`src/rtl/lut_mac_pkg.sv`:
```
//------------------------------------------------------------------------------
// lut_mac_pkg
//
// Purpose : Shared definitions for the LUT multiplier MAC datapath.
//           Holds the accumulator FSM state encoding and the default widths
//           used by lut_product_accumulator and its sub-modules.
// Ports   : none (package)
//------------------------------------------------------------------------------
`timescale 1ns/1ps

package lut_mac_pkg;

   // Accumulator FSM states. ACCUM takes products; DONE holds the result.
   typedef enum logic {
      ACCUM = 1'b0,
      DONE  = 1'b1
   } lut_mac_state_e;

   // Default widths for the N=4 LUT multiplier feeding this stage.
   localparam int unsigned LUT_PROD_W    = 8;   // N+4 product width
   localparam int unsigned LUT_ACC_W     = 12;  // accumulator / result width
   localparam int unsigned LUT_MAX_TERMS = 8;   // products per burst ceiling
   localparam int unsigned LUT_CNT_W     = 4;   // term counter width

   // Smallest counter width able to represent the value max_terms.
   function automatic int unsigned cnt_width(input int unsigned max_terms);
      return $clog2(max_terms + 1);
   endfunction

endpackage : lut_mac_pkg

```
`src/rtl/lut_product_accumulator_if.sv`:
```
//------------------------------------------------------------------------------
// lut_product_accumulator_if
//
// Purpose : Groups the product input stream and the result output stream of
//           lut_product_accumulator into one bundle.
// Signals :
//   in_valid   product on in_prod is valid              (master -> slave)
//   in_ready   accumulator can accept a product         (slave  -> master)
//   in_prod    unsigned product, PROD_W bits            (master -> slave)
//   in_last    product closes the burst                 (master -> slave)
//   out_valid  out_sum/out_count/out_ovf valid          (slave  -> master)
//   out_ready  consumer takes the result                (master -> slave)
//   out_sum    accumulated sum, ACC_W bits              (slave  -> master)
//   out_count  products in the burst, CNT_W bits        (slave  -> master)
//   out_ovf    sum exceeded 2^ACC_W-1 during the burst  (slave  -> master)
// Modports: master = producer/consumer side, slave = accumulator side.
//------------------------------------------------------------------------------
`timescale 1ns/1ps

interface lut_product_accumulator_if #(
   parameter int unsigned PROD_W = 8,
   parameter int unsigned ACC_W  = 12,
   parameter int unsigned CNT_W  = 4
);

   logic              in_valid;
   logic              in_ready;
   logic [PROD_W-1:0] in_prod;
   logic              in_last;
   logic              out_valid;
   logic              out_ready;
   logic [ACC_W-1:0]  out_sum;
   logic [CNT_W-1:0]  out_count;
   logic              out_ovf;

   modport master (
      output in_valid,
      output in_prod,
      output in_last,
      output out_ready,
      input  in_ready,
      input  out_valid,
      input  out_sum,
      input  out_count,
      input  out_ovf
   );

   modport slave (
      input  in_valid,
      input  in_prod,
      input  in_last,
      input  out_ready,
      output in_ready,
      output out_valid,
      output out_sum,
      output out_count,
      output out_ovf
   );

endinterface : lut_product_accumulator_if

```
`src/rtl/lut_acc_adder.sv`:
```
//------------------------------------------------------------------------------
// lut_acc_adder
//
// Purpose : Adds a zero-extended product to the accumulator at ACC_W+1 bits
//           and reports the carry out of ACC_W. Optionally clamps the result.
// Config  : LUT_ACC_SATURATE_EN
//             defined   - on carry the sum clamps to 2^ACC_W-1
//             undefined - the sum wraps modulo 2^ACC_W
// Ports   :
//   acc    in   ACC_W   current accumulator value
//   prod   in   PROD_W  unsigned product to add
//   sum    out  ACC_W   next accumulator value (wrapped or clamped)
//   carry  out  1       carry out of bit ACC_W-1 (overflow indication)
//------------------------------------------------------------------------------
`timescale 1ns/1ps

module lut_acc_adder #(
   parameter int unsigned PROD_W = 8,
   parameter int unsigned ACC_W  = 12
) (
   input  logic [ACC_W-1:0]  acc,
   input  logic [PROD_W-1:0] prod,
   output logic [ACC_W-1:0]  sum,
   output logic              carry
);

   logic [ACC_W:0] prod_ext;
   logic [ACC_W:0] sum_wide;

   assign prod_ext = {{(ACC_W + 1 - PROD_W){1'b0}}, prod};
   assign sum_wide = {1'b0, acc} + prod_ext;
   assign carry    = sum_wide[ACC_W];

`ifdef LUT_ACC_SATURATE_EN
   // Once clamped at all-ones, any non-zero product carries again and any
   // zero product leaves the value alone, so the clamp persists for the
   // rest of the burst without extra state.
   assign sum = carry ? {ACC_W{1'b1}} : sum_wide[ACC_W-1:0];
`else
   assign sum = sum_wide[ACC_W-1:0];
`endif

endmodule : lut_acc_adder

```
`src/rtl/lut_product_accumulator.sv`:
```
//------------------------------------------------------------------------------
// lut_product_accumulator
//
// Purpose : Downstream stage of the 4-bit LUT multiplier. Accepts products on
//           a valid/ready stream, sums a burst of them into a wider register
//           and presents the result (sum, term count, overflow flag) on a
//           held valid/ready output. A burst closes on in_last or when
//           MAX_TERMS products have been taken.
// Config  : LUT_ACC_SATURATE_EN (see lut_acc_adder) selects clamp vs wrap.
// Ports   :
//   clk    in   1  rising-edge clock
//   reset  in   1  synchronous, active-high reset
//   bus    slave modport of lut_product_accumulator_if
//                  (in_valid/in_ready/in_prod/in_last,
//                   out_valid/out_ready/out_sum/out_count/out_ovf)
//------------------------------------------------------------------------------
`timescale 1ns/1ps

module lut_product_accumulator
   import lut_mac_pkg::*;
#(
   parameter int unsigned PROD_W    = LUT_PROD_W,
   parameter int unsigned ACC_W     = LUT_ACC_W,
   parameter int unsigned MAX_TERMS = LUT_MAX_TERMS,
   parameter int unsigned CNT_W     = LUT_CNT_W
) (
   input  logic                       clk,
   input  logic                       reset,
   lut_product_accumulator_if.slave   bus
);

   // Counter value on which the next transfer is the MAX_TERMS-th product.
   localparam logic [CNT_W-1:0] LAST_CNT = CNT_W'(MAX_TERMS - 1);

   lut_mac_state_e    state_q;
   lut_mac_state_e    state_d;

   logic [ACC_W-1:0]  acc_q;
   logic [CNT_W-1:0]  cnt_q;
   logic              ovf_q;

   logic [ACC_W-1:0]  out_sum_q;
   logic [CNT_W-1:0]  out_count_q;
   logic              out_ovf_q;

   logic [ACC_W-1:0]  add_sum;
   logic              add_carry;
   logic [CNT_W-1:0]  cnt_inc;

   logic              transfer;
   logic              close_burst;
   logic              release_result;

   //---------------------------------------------------------------------------
   // Datapath: accumulator adder (wrap or clamp chosen inside the adder)
   //---------------------------------------------------------------------------
   lut_acc_adder #(
      .PROD_W (PROD_W),
      .ACC_W  (ACC_W)
   ) u_adder (
      .acc   (acc_q),
      .prod  (bus.in_prod),
      .sum   (add_sum),
      .carry (add_carry)
   );

   assign cnt_inc = cnt_q + CNT_W'(1);

   //---------------------------------------------------------------------------
   // FSM next-state and handshake decode
   //---------------------------------------------------------------------------
   // NOTE: every signal written here gets a default first, so no path through
   // the case statement leaves one unassigned and no latch is inferred.
   always_comb begin
      state_d        = state_q;
      transfer       = 1'b0;
      close_burst    = 1'b0;
      release_result = 1'b0;

      case (state_q)
         ACCUM: begin
            // in_ready is 1 throughout ACCUM, so a valid product is a transfer.
            transfer    = bus.in_valid;
            close_burst = transfer & (bus.in_last | (cnt_q == LAST_CNT));
            if (close_burst) begin
               state_d = DONE;
            end
         end
         DONE: begin
            // Products offered here are not taken; only the consumer matters.
            if (bus.out_ready) begin
               release_result = 1'b1;
               state_d        = ACCUM;
            end
         end
      endcase
   end

   //---------------------------------------------------------------------------
   // State, accumulator and result registers
   //---------------------------------------------------------------------------
   // NOTE: sequential state is updated with non-blocking assignments so every
   // register samples pre-edge values, independent of statement order.
   always_ff @(posedge clk) begin
      if (reset) begin
         state_q     <= ACCUM;
         acc_q       <= '0;
         cnt_q       <= '0;
         ovf_q       <= 1'b0;
         out_sum_q   <= '0;
         out_count_q <= '0;
         out_ovf_q   <= 1'b0;
      end else begin
         state_q <= state_d;

         if (release_result) begin
            acc_q <= '0;
            cnt_q <= '0;
            ovf_q <= 1'b0;
         end else if (transfer) begin
            acc_q <= add_sum;
            cnt_q <= cnt_inc;
            ovf_q <= ovf_q | add_carry;
         end

         // The closing transfer loads the post-add values directly so the
         // result is visible one cycle after that transfer.
         if (close_burst) begin
            out_sum_q   <= add_sum;
            out_count_q <= cnt_inc;
            out_ovf_q   <= ovf_q | add_carry;
         end
      end
   end

   //---------------------------------------------------------------------------
   // Outputs
   //---------------------------------------------------------------------------
   assign bus.in_ready  = (state_q == ACCUM);
   assign bus.out_valid = (state_q == DONE);
   assign bus.out_sum   = out_sum_q;
   assign bus.out_count = out_count_q;
   assign bus.out_ovf   = out_ovf_q;

endmodule : lut_product_accumulator
```
`src/flat_wrapper.sv`:
```
// flat-port wrapper written by rule: the top's interface ports become plain ports
module lut_product_accumulator_flat import lut_mac_pkg::*;
#(
   parameter int unsigned PROD_W    = LUT_PROD_W,
   parameter int unsigned ACC_W     = LUT_ACC_W,
   parameter int unsigned MAX_TERMS = LUT_MAX_TERMS,
   parameter int unsigned CNT_W     = LUT_CNT_W
)
  (clk, reset, bus_in_valid, bus_in_prod, bus_in_last, bus_out_ready, bus_in_ready, bus_out_valid, bus_out_sum, bus_out_count, bus_out_ovf);
  lut_product_accumulator_if #(.PROD_W(PROD_W), .ACC_W(ACC_W), .CNT_W(CNT_W)) bus_i ();
  input  logic clk;
  input  logic reset;
  input wire logic [$bits(bus_i.in_valid)-1:0] bus_in_valid;
  input wire logic [$bits(bus_i.in_prod)-1:0] bus_in_prod;
  input wire logic [$bits(bus_i.in_last)-1:0] bus_in_last;
  input wire logic [$bits(bus_i.out_ready)-1:0] bus_out_ready;
  output wire logic [$bits(bus_i.in_ready)-1:0] bus_in_ready;
  output wire logic [$bits(bus_i.out_valid)-1:0] bus_out_valid;
  output wire logic [$bits(bus_i.out_sum)-1:0] bus_out_sum;
  output wire logic [$bits(bus_i.out_count)-1:0] bus_out_count;
  output wire logic [$bits(bus_i.out_ovf)-1:0] bus_out_ovf;
  assign bus_i.in_valid = bus_in_valid;
  assign bus_i.in_prod = bus_in_prod;
  assign bus_i.in_last = bus_in_last;
  assign bus_i.out_ready = bus_out_ready;
  assign bus_in_ready = bus_i.in_ready;
  assign bus_out_valid = bus_i.out_valid;
  assign bus_out_sum = bus_i.out_sum;
  assign bus_out_count = bus_i.out_count;
  assign bus_out_ovf = bus_i.out_ovf;
  lut_product_accumulator #(.PROD_W(PROD_W), .ACC_W(ACC_W), .MAX_TERMS(MAX_TERMS), .CNT_W(CNT_W)) u_core (.clk(clk), .reset(reset), .bus(bus_i));
endmodule
```
`config.mk`:
```
export PLATFORM = sky130hd
export DESIGN_NAME = lut_product_accumulator_flat
export DESIGN_NICKNAME = d
export VERILOG_FILES = /design/src/rtl/lut_mac_pkg.sv /design/src/rtl/lut_product_accumulator_if.sv /design/src/rtl/lut_acc_adder.sv /design/src/rtl/lut_product_accumulator.sv /design/src/flat_wrapper.sv
export SDC_FILE = /design/constraint.sdc
export NUM_CORES = 1
export LEC_CHECK = 0
export ABC_AREA = 1
export CAP_MARGIN = 20
export CORE_MARGIN = 2
export CORE_UTILIZATION = 40
export DETAILED_ROUTE_END_ITERATION = 8
export SLEW_MARGIN = 20
export SYNTH_ARGS = -nofsm -noshare
export SYNTH_HDL_FRONTEND = slang
export SYNTH_HIERARCHICAL = 1
export SYNTH_SLANG_ARGS = --single-unit
```
`constraint.sdc`:
```
create_clock -name clk -period 2.7 [get_ports clk]
set_input_delay 0.54 -clock clk [delete_from_list [all_inputs] [get_ports clk]]
set_output_delay 0.54 -clock clk [all_outputs]
set_load 0.02 [all_outputs]
```
# Yosys cells after proc, flatten, opt, wreduce, memory -nomap -nowiden
# Cells that the tools add are included.
[op_classes]
addsub = 2
n_eq_ne = 1
mux = 7
bitwise = 4
n_reduce_logical = 1
[op_table]
columns = ["op", "n"]
rows = [
  ["adder 12 x 8 -> 13 bit", 1],
  ["two-way mux 1 bit", 6],
  ["adder 4 x 1 -> 4 bit (second input constant)", 1],
  ["== test 4 x 3 -> 1 bit (second input constant)", 1],
  ["OR 1 bit", 2],
  ["one-hot mux 1 bit (2 select lines)", 1],
  ["OR reduction 2 bit", 1],
  ["bitwise AND 1 bit", 1],
  ["inverter 1 bit", 1],
]
[word_totals]
ff_bits = 35
inputBits = 13
output_inout_bits = 19
elab_cells = 22

# Logic depth before layout (Yosys ltp)
# Gate-level depths: netlist (run 1).
[depth]
word_depth = 5
mapped_depth = 13
mapped_depth_nobuf = 13

# Modules after synthesis
# The synthesis (run 1) kept the hierarchy.
[modules_own_cells]
columns = ["mod", "instances", "cells_per_inst", "area_per_inst_um2", "seq_area_each_um2"]
rows = [
  ["lut_product_accumulator", 1, 189, 1446.4, 700.7],
  ["lut_acc_adder", 1, 104, 566.8, 0.0],
]

# Worst setup path after synthesis (run 1)
# OpenSTA, ideal clock, no wires.
[synth_timing]
path_kind = "input port to flip-flop"
start = "input port bus_in_prod[0]"
end = "register u_core.out_sum_q[6], in the netlist u_core/bus.out_sum[6]"
setup_ps = 115
arrival_time_ps = 1818
required_time_ps = 2585
path_slack_ps = 767
stages = 10
path_buffers = 0
cell_sequence = "ha_1 -> fa_1 -> nand3_1 -> nand3_2 -> nand2_1 -> nand2_1 -> xor2_1 -> nand3b_1 -> nand2_1 -> nor2_1"
[synth_via]
elab_chain_len = 1
[synth_rtl]
columns = ["element", "line", "source"]
rows = [
  ["from (decl)", "flat_wrapper.sv:14", "input wire logic [$bits(bus_i.in_prod)-1:0] bus_in_prod;"],
  ["adder 12 x 8 -> 13 bit", "lut_acc_adder.sv:31", "assign sum_wide = {1'b0, acc} + prod_ext;"],
  ["named net u_core.add_sum[6]", "lut_product_accumulator.sv:46", "logic [ACC_W-1:0] add_sum;"],
  ["to (signal assigned)", "lut_product_accumulator.sv:129", "out_sum_q <= add_sum;"],
  ["to (decl)", "lut_product_accumulator.sv:42", "logic [ACC_W-1:0] out_sum_q;"],
]
# The timed path passes the listed nets, and every way through them passes these cells.
# A chain may end at the register's enable or synchronous reset.

# Worst setup path after layout (run 1)
# Same ends and word-level chain as after synthesis.

==> results of run 1 <==
## worst max-delay path: stages
cell and delay (ns):
clkdlybuf4s50_1 0.41, ha_1 0.23, fa_1 0.44, nand3_1 0.13
nand3_2 0.09, nand2_1 0.07, nand2_1 0.05, xor2_1 0.15
nand3b_1 0.17, nand2_1 0.07, nor2_1 0.04
## layout make-up
type / count / area share
clock buffers: 6 / 0.03376
multi-input cells: 214 / 0.4547
inverters: 33 / 0.05064
well taps: 67 / 0.03427
flip-flops and latches: 35 / 0.2864
clock inverters: 1 / 0.002046
repair buffers: 33 / 0.1381
## stage by stage
step / util / instances / worst slack [ns]
final: 0.5111 / 389 / 0.4802
after CTS: 0.5111 / 389 / 0.4829
after floorplan: - / 293 / 0.7668
after detailed placement: 0.4928 / 382 / 0.2066
after global routing: 0.5111 / 389 / 0.3218
after global placement: 0.4928 / 382 / 0.2516
## layer usage
layer  vias up  routed length, um  GRT usage
met5         -                  0          0
met4         0                 25    0.05159
met3         2                252    0.04819
met2        44               1965     0.2700
met1       802               2227     0.2409
li1        995                  -          -
## state kept, by name (all words and copies together) (netlist names)
name,flops
u_core/bus.out_valid,1
u_core/bus.out_sum,12
u_core/cnt_q,4
u_core/acc_q,12
u_core/bus.out_count,4
u_core/bus.out_ovf,1
u_core/ovf_q,1
## Yosys cell counts
master,instances
nor2_1,43
ha_1,9
nor2_2,2
a21o_1,1
a21oi_2,2
xor2_1,7
buf_6,3
inv_1,30
or2_2,1
a21oi_1,26
nand3_2,3
buf_4,1
nand3b_1,8
nand2_2,5
buf_2,7
inv_2,3
nand2_1,65
nand4_1,5
nand3_1,21
dfxtp_1,35
o21ai_0,10
fa_1,1
o21ai_1,4
nand2_4,1
## final timing paths
kind / startpoint / to / cells past startpoint
setup reg to reg: u_core/acc_q[0]$_SDFFE_PP0P_ / u_core/bus.out_sum[6]$_SDFFE_PP0P_ / 10
setup / recovery: bus_in_prod[0] / u_core/bus.out_sum[6]$_SDFFE_PP0P_ / 11
hold / removal: u_core/bus.out_sum[1]$_SDFFE_PP0P_ / u_core/bus.out_sum[1]$_SDFFE_PP0P_ / 2
hold reg to reg: u_core/bus.out_sum[1]$_SDFFE_PP0P_ / u_core/bus.out_sum[1]$_SDFFE_PP0P_ / 2
## power by group
| part | total (mW) | internal, mW | switching [mW] |
|---|---|---|---|
| registers | 0.595 | 0.561 | 0.0334 |
| clock network | 0.385 | 0.200 | 0.185 |
| logic | 0.379 | 0.161 | 0.218 |
| total | 1.36 | 0.923 | 0.436 |
## kinds of logic after synthesis
group           Yosys count  synth area share
buf+inv                  44           0.09944
xor+xnor                  7           0.03045
fa+ha+maj                10           0.06588
simple gates            154            0.3443
flops                    35            0.3480
compound gates           43            0.1119
==> run metrics, run 1 <==
register-to-register setup slack 0.82 ns; CTS Buf Count 5; vias in the first global route 1631; area of the multi-input gates 1112 um2; DP HPWL 3168 um; total gr overflow 0; Unique masters post-synth 24; Mapped Area 2013 um2; Clock Tree Root clkbuf_8; Initial Util 0.4207; unrepaired setup endpoints after global routing no; WL final 4471 um; Final Setup Violations 0; Filler cells 508; nets 345; most frequent cells in the layout nand2_1 (65), nor2_1 (43), dfxtp_1 (35); Hold Violations, Final 0; Synth top area share 0.3480; Setup crit start kind input pin; clock latency on the worst-skew pair 0.28 ns; GP Congestion 0.8552; HP Class flip-flop to flip-flop; worst rel slew slack 0.6060; Fmax 450.5 MHz; crit share post-route 0.8222; top cell type by total area after synthesis dfxtp_1; crit-path max FO 3; status finished clean; FF/Latch Area 700.7 um2; Synth-to-Final Area Change 21.50%; post-CTS setup buffer count 0; Worst EP required 2.88 ns; diodes inserted 0; Mean Syn Cell Area 6.871 um2; design area 2446 um2; Fin Setup TNS 0 ns; initial antenna violation count 0; WS Path Type input pin to flip-flop; CTS tree yes; vias 1843; clock skew 0.007725 ns; Clock Path Buffers 2; hold_buf cts 0; Max VDD drop 0.3155 mV; syn_nets 316; # rows 25; min Tclk post-route 2.220 ns; htree depth 2; Post-route DRC 0; IO Pins 32; layout cell share with drive strength beyond 1 0.08075; CORE AREA 4786 um2; Leak 1.148 nW; commonest non-fill, non-tap cell in the layout nand2_1; total power 1.358 mW; register area share after synthesis 0.3480; ranking of synthesized cells by area dfxtp_1 (35%), nand2_1 (12%), nor2_1 (8.0%), a21oi_1 (6.5%), ha_1 (5.6%); Routed Antenna Nets 0; Vias per Instance 4.738; IO buf count 31; CTS Sinks 35; Initial DRC Count 91; Die X 74.95 um; Die H 74.95 um; GRT Util Overall 0.1753; wire per inst 11.49 um; maxcap violations 0; Placed Area 2359 um2; Slew Limit Fails 0; Worst Path Arrival 2.40 ns; worst slew pin tran 0.5911 ns; Hold WS 0.4819 ns; Synth Register Bits 35; die area 5617 um2; global-route wire length before repair 7541 um; Pre-Repair DR Iteration Count 4; Post-Synthesis Cells 293; total number of yosys warnings 6; largest net degree at the start of global routing 55; Clock transition at path regs 0.07 ns; Crit. End Element flip-flop; PostCTS Resize Cnt 0; pwr dens 555.3 nW/um2
Power figures use the tool's default switching activity.
==> run 2, diff against run 1 <==
==> constraint.sdc (replaced) <==
create_clock -name clk -period 1.89 [get_ports clk]
set_input_delay 0.378 -clock clk [delete_from_list [all_inputs] [get_ports clk]]
set_output_delay 0.378 -clock clk [all_outputs]
set_load 0.02 [all_outputs]
==> run 2 against run 1 <==
Net effect:
- core utilization is 5.2 points higher
- design area is 10% higher
- cell count is 4.4% higher
- clock skew is 0.0025 ns lower
- flip-flop and latch count stayed put
==> run metrics, run 2 (synthesis results as in run 1) <==
status finished clean; Fin Setup TNS 0 ns (unchanged); htree depth 2 (unchanged); Worst Path Arrival 1.97 ns (-0.43 ns); Initial Util 0.4207 (unchanged); WP buf/inv 1 (unchanged); fin util 0.5631 (+0.05203); worst rel slew slack 0.7741 (+0.1681); Leak 1.252 nW (+9.1%); Placed Area 2484 um2 (+5.3%); Switching Fraction 0.3118 (-0.009041); crit-path max FO 6 (+3); most used cell, CP nand2_1; pwr dens 808.1 nW/um2 (+46%); HP Class flip-flop to flip-flop; design area 2695 um2 (+10%); Routed Antenna Nets 0 (unchanged); vias 1904 (+3.3%); Clock Tree Root clkbuf_8; Clock power frac 0.315 (+0.032); Fmax 560.9 MHz; Worst path max stage delay 0.46 ns (+0.02 ns); maxcap violations 0 (unchanged); CTS tree yes; hold_buf cts 0 (unchanged); nets 361 (+4.6%); clock latency on the worst-skew pair 0.29 ns (about the same); CORE AREA 4786 um2 (unchanged); Crit. End Element flip-flop; clock skew 0.005202 ns (-0.002524 ns); global-route wire length before repair 7438 um (-1.4%); CP delay by family, top simple AND/OR/NAND/NOR gates; Slew Limit Fails 0 (unchanged); IO buf count 31 (unchanged); Pre-Repair DR Iteration Count 4 (unchanged); wire per inst 11.22 um (-2.4%); Initial DRC Count 83 (-8.8%); Worst EP required 2.08 ns (-0.80 ns); Clock Path Buffers 2 (unchanged); Clock transition at path regs 0.08 ns (about the same); largest net degree at the start of global routing 40 (-27%); WL final 4555 um (+1.9%); most frequent cells in the layout nand2_1 (63), nor2_1 (41), dfxtp_1 (35); CTS Sinks 35 (unchanged); crit share post-route 0.9432; commonest non-fill, non-tap cell in the layout nand2_1; total gr overflow 0 (unchanged); sequential power share 0.393 (-0.045); # rows 25 (unchanged); diodes inserted 0 (unchanged); layout cell share with drive strength beyond 1 0.1740 (+0.09330); IO Pins 32 (unchanged); GP Congestion 0.8371 (-2.1%); Internal 1.499 mW (+62%); Psw 0.6790 mW (+56%); worst slew pin tran 0.3386 ns (-0.2525 ns); worst path cell trace clkdlybuf4s50_1 -> ha_2 -> nand2_1 -> nand3_2 -> nand2_1 -> nand2_1 -> xor2_2 -> nand3b_1 -> nand2_1 -> nor2_1; DP HPWL 3200 um (+1.0%); Critical Path Slowest Stage Cell clkdlybuf4s50_1; min Tclk post-route 1.783 ns; vias in the first global route 1666 (+2.1%); die area 5617 um2 (unchanged); initial antenna violation count 0 (unchanged); CTS Buf Count 5 (unchanged); Die X 74.95 um (unchanged); WS Path Type input pin to flip-flop; Hold Violations, Final 0 (unchanged); Post-route DRC 0 (unchanged); Die H 74.95 um (unchanged); Synth-to-Final Area Change 33.87%; Vias per Instance 4.690 (-1.0%); Setup crit start kind input pin; register-to-register setup slack 0.13 ns (-0.69 ns); unrepaired setup endpoints after global routing yes; GRT Util Overall 0.1733 (-0.002056); Max VDD drop 0.3969 mV (+26%); Comb pwr share 0.293 (+0.014); Final Setup Violations 0 (unchanged)
-- run 2: changes by cell type in the layout (fill, tap and decap cells not counted), moves of 3 or more --
| cell | change |
|---|---|
| ha_4 | +4 |
| ha_2 | +3 |
| ha_1 | -7 |
| buf_4 | +15 |
-- run 2: layout make-up --
class	instances	area, um2
Fill cell	476	2091
Multi-Input combinational cell	214	1199
Clock inverter	3	43.79
Sequential cell	35	700.7
Inverter	33	123.9
Timing Repair Buffer	49	475.5
Tap cell	67	83.83
Clock buffer	5	68.82
-- run 2: power by group through the flow --
stage                     Combinational [mW]  Sequential, mW  Clock, mW
after floorplan                        0.351           0.893          0
after global placement                 0.592           0.865          0
after detailed placement               0.595           0.866          0
after CTS                              0.600           0.850      0.704
after global routing                   0.713           0.863      0.732
final                                  0.637           0.855      0.685
-- run 2: stage by stage --
step	power, mW	cells	hold slack (ns)	setup WS (ns)
after detailed placement	1.461	397	0.4628	-0.3388
after floorplan	1.243	293	0.4374	0.1188
after CTS	2.154	405	0.4814	0.01446
after global placement	1.457	397	0.4610	-0.3174
after global routing	2.309	406	0.5093	-0.008153
final	2.178	406	0.4818	0.1073
-- run 2: repair_timing --
| action | CTS | global route |
|---|---|---|
| setup buffers | 0 | 1 |
| pin swaps | 0 | 7 |
| cloned | 0 | 0 |
| setup endpoints to repair | 5 | 12 |
| gates resized for setup | 2 | 18 |
-- run 2: tightest hold or removal path, delay by kind of cell, from the launching register on --
kind | cells | cell delay, ns
compound gates | 1 | 0.04
simple gates | 1 | 0.08
flops | 1 | 0.33
-- run 2: routing by layer --
layer,GRT usage,up-vias,share of wire
met5,0,-,0
met4,0.05357,0,0.013
met3,0.03882,5,0.041
met2,0.2729,30,0.46
met1,0.2368,840,0.48
li1,-,1029,-
-- run 2: final timing paths --
kind,startpoint,end,depth (start not counted)
worst min-delay path,u_core/bus.out_sum[3]$_SDFFE_PP0P_,u_core/bus.out_sum[3]$_SDFFE_PP0P_,2
worst max-delay path,bus_in_prod[2],u_core/bus.out_sum[5]$_SDFFE_PP0P_,10
worst min register to register,u_core/bus.out_sum[3]$_SDFFE_PP0P_,u_core/bus.out_sum[3]$_SDFFE_PP0P_,2
worst max register to register,u_core/acc_q[0]$_SDFFE_PP0P_,u_core/bus.out_sum[6]$_SDFFE_PP0P_,10
==> run 3, diff against run 2 <==
--- a/config.mk
+++ b/config.mk
@@ -7,6 +7,7 @@
 export LEC_CHECK = 0
 export ABC_AREA = 1
 export CAP_MARGIN = 20
+export CORE_ASPECT_RATIO = 1.75
 export CORE_MARGIN = 2
 export CORE_UTILIZATION = 40
 export DETAILED_ROUTE_END_ITERATION = 8
==> run 3 against run 2 <==
Net effect:
- core utilization decreased by 1.9 points
- die area increased by 0.40%
- largest power group unchanged
- power decreased by 5.8%
- design area decreased by 1.2%
- critical path type unchanged
- via count increased by 1.7%
==> run metrics, run 3 (synthesis results as in run 1) <==
r2r worst-path depth 12 (+2); Fmax 571.9 MHz (+1.9%); Switching Fraction 0.3184 (+0.006592); Placed Area 2445 um2 (-1.6%); placed insts 381 (-4.0%); IO Pins 32 (unchanged); CORE AREA 4892 um2 (+2.2%); Leak 1.254 nW (+0.15%); WL final 4573 um (+0.40%); Vias per Instance 4.967 (+5.9%); diodes inserted 0 (unchanged); HP Class flip-flop to flip-flop; Clock power frac 0.270 (-0.045); most frequent cells in the layout nand2_1 (64), nor2_1 (42), dfxtp_1 (35); DP HPWL 3211 um (+0.36%); unrepaired setup endpoints after global routing yes; largest net degree at the start of global routing 53 (+33%); pwr dens 770.2 nW/um2 (-4.7%); Non-Filler Instances 390 (-3.9%); crit path to u_core/bus.out_sum[9]$_SDFFE_PP0P_; Hold Violations, Final 0 (unchanged); total gr overflow 0 (unchanged); Psw 0.6529 mW (-3.8%); CTS tree yes; Internal 1.398 mW (-6.7%); CTS Buf Count 5 (unchanged); r2r startpoint u_core/acc_q[0]$_SDFFE_PP0P_; Initial Util 0.4115 (-0.009145); worst rel slew slack 0.7630 (-0.01106); Clock Tree Root clkbuf_8; maxcap violations 0 (unchanged); nets 359 (-0.55%); CTS Sinks 35 (unchanged); crit share post-route 0.9252 (-0.01800); Final WS setup 0.1413 ns (+0.03402 ns); Hold WS 0.4796 ns (-0.002160 ns); GRT Util Overall 0.1726 (-0.0006614); Comb pwr share 0.313 (+0.020); Initial DRC Count 52 (-37%); FF-to-FF End u_core/bus.out_sum[8]$_SDFFE_PP0P_; wire per inst 11.73 um (+4.5%); status finished clean; Fin Setup TNS 0 ns (unchanged); layout cell share with drive strength beyond 1 0.1577 (-0.01630); initial antenna violation count 0 (unchanged); Slew Limit Fails 0 (unchanged); # rows 34 (+36%); Setup crit start kind input pin; Die X 57.63 um (-23%); Filler cells 487 (+2.3%); WS Path Type input pin to flip-flop; GP Congestion 0.8852 (+5.7%); sequential power share 0.417 (+0.024); Worst Path Arrival 1.93 ns (-0.04 ns); Worst EP required 2.07 ns (about the same); commonest non-fill, non-tap cell in the layout nand2_1; htree depth 2 (unchanged); register-to-register setup slack 0.18 ns (+0.05 ns); Max VDD drop 0.5747 mV (+45%); pre-CTS setup slack -0.3725 ns (-0.03369 ns); total power 2.051 mW (-5.8%); Pre-Repair DR Iteration Count 4 (unchanged); Synth-to-Final Area Change 32.26%; hold_buf cts 0 (unchanged); vias 1937 (+1.7%); Routed Antenna Nets 0 (unchanged); clock latency on the worst-skew pair 0.28 ns (about the same); fin util 0.5442 (-0.01889); Post-route DRC 0 (unchanged); Setup crit start bus_in_prod[7]; Clock Path Buffers 2 (unchanged); Clock transition at path regs 0.07 ns (about the same); design area 2663 um2 (-1.2%); vias in the first global route 1797 (+7.9%); worst slew pin tran 0.3552 ns (+0.01658 ns); crit-path max FO 5 (-1); Final Setup Violations 0 (unchanged); clock skew 0.004346 ns (-0.0008561 ns); die area 5639 um2 (+0.40%); global-route wire length before repair 7817 um (+5.1%); IO buf count 31 (unchanged); Die H 97.85 um (+31%); min Tclk post-route 1.749 ns (-0.03401 ns); Crit. End Element flip-flop
run 3: timing repair:
item                       in CTS  in global routing
buffers inserted                1                  1
resized for setup               5                 17
pin swaps                       4                  8
setup endpoints to repair       6                 13
run 3: worst max-delay path, cell delays in order:
cell	delay [ns]
clkdlybuf4s50_1	0.44
ha_4	0.31
nand2_1	0.09
nor2_1	0.15
nand3_1	0.13
nand4_1	0.11
nand2_1	0.06
inv_1	0.07
nand3_1	0.08
nand2_1	0.08
nor2_1	0.03
run 3: how the worst min path moves through the flow:
| stage | start | to | slack, ns | cells past startpoint |
|---|---|---|---|---|
| final | u_core/bus.out_sum[11]$_SDFFE_PP0P_ | u_core/bus.out_sum[11]$_SDFFE_PP0P_ | 0.48 | 2 |
| after global routing | u_core/bus.out_sum[5]$_SDFFE_PP0P_ | u_core/bus.out_sum[5]$_SDFFE_PP0P_ | 0.50 | 2 |
| after CTS | u_core/ovf_q$_SDFFE_PP0P_ | u_core/ovf_q$_SDFFE_PP0P_ | 0.48 | 2 |
| after detailed placement | u_core/ovf_q$_SDFFE_PP0P_ | u_core/ovf_q$_SDFFE_PP0P_ | 0.47 | 2 |
| after global placement | u_core/ovf_q$_SDFFE_PP0P_ | u_core/ovf_q$_SDFFE_PP0P_ | 0.45 | 2 |
| after floorplan | u_core/ovf_q$_SDFFE_PP0P_ | u_core/ovf_q$_SDFFE_PP0P_ | 0.44 | 2 |
run 3: power groups by stage:
stage                     Combinational [mW]  Sequential, mW  Clock (mW)
after floorplan                        0.351           0.893           0
final                                  0.642           0.855       0.554
after global placement                 0.587           0.864           0
after detailed placement               0.589           0.866           0
after CTS                              0.598           0.849       0.571
after global routing                   0.718           0.864       0.605
run 3: layout make-up:
cell class,count,area (um2),area share
clock buffers,6,82.58,0.03102
clock inverters,1,5.005,0.001880
inverters,33,123.9,0.04652
multi-input cells,214,1219,0.4577
flip-flops and latches,35,700.7,0.2632
well taps,54,67.56,0.02538
repair buffers,47,464.2,0.1743
run 3: layer usage:
metal | vias up | GRT usage | routed length (um)
met3 | 10 | 0.02384 | 88
met1 | 879 | 0.2133 | 2042
met5 | - | 0 | 0
met2 | 32 | 0.2885 | 2340
met4 | 0 | 0.08050 | 102
li1 | 1016 | - | -
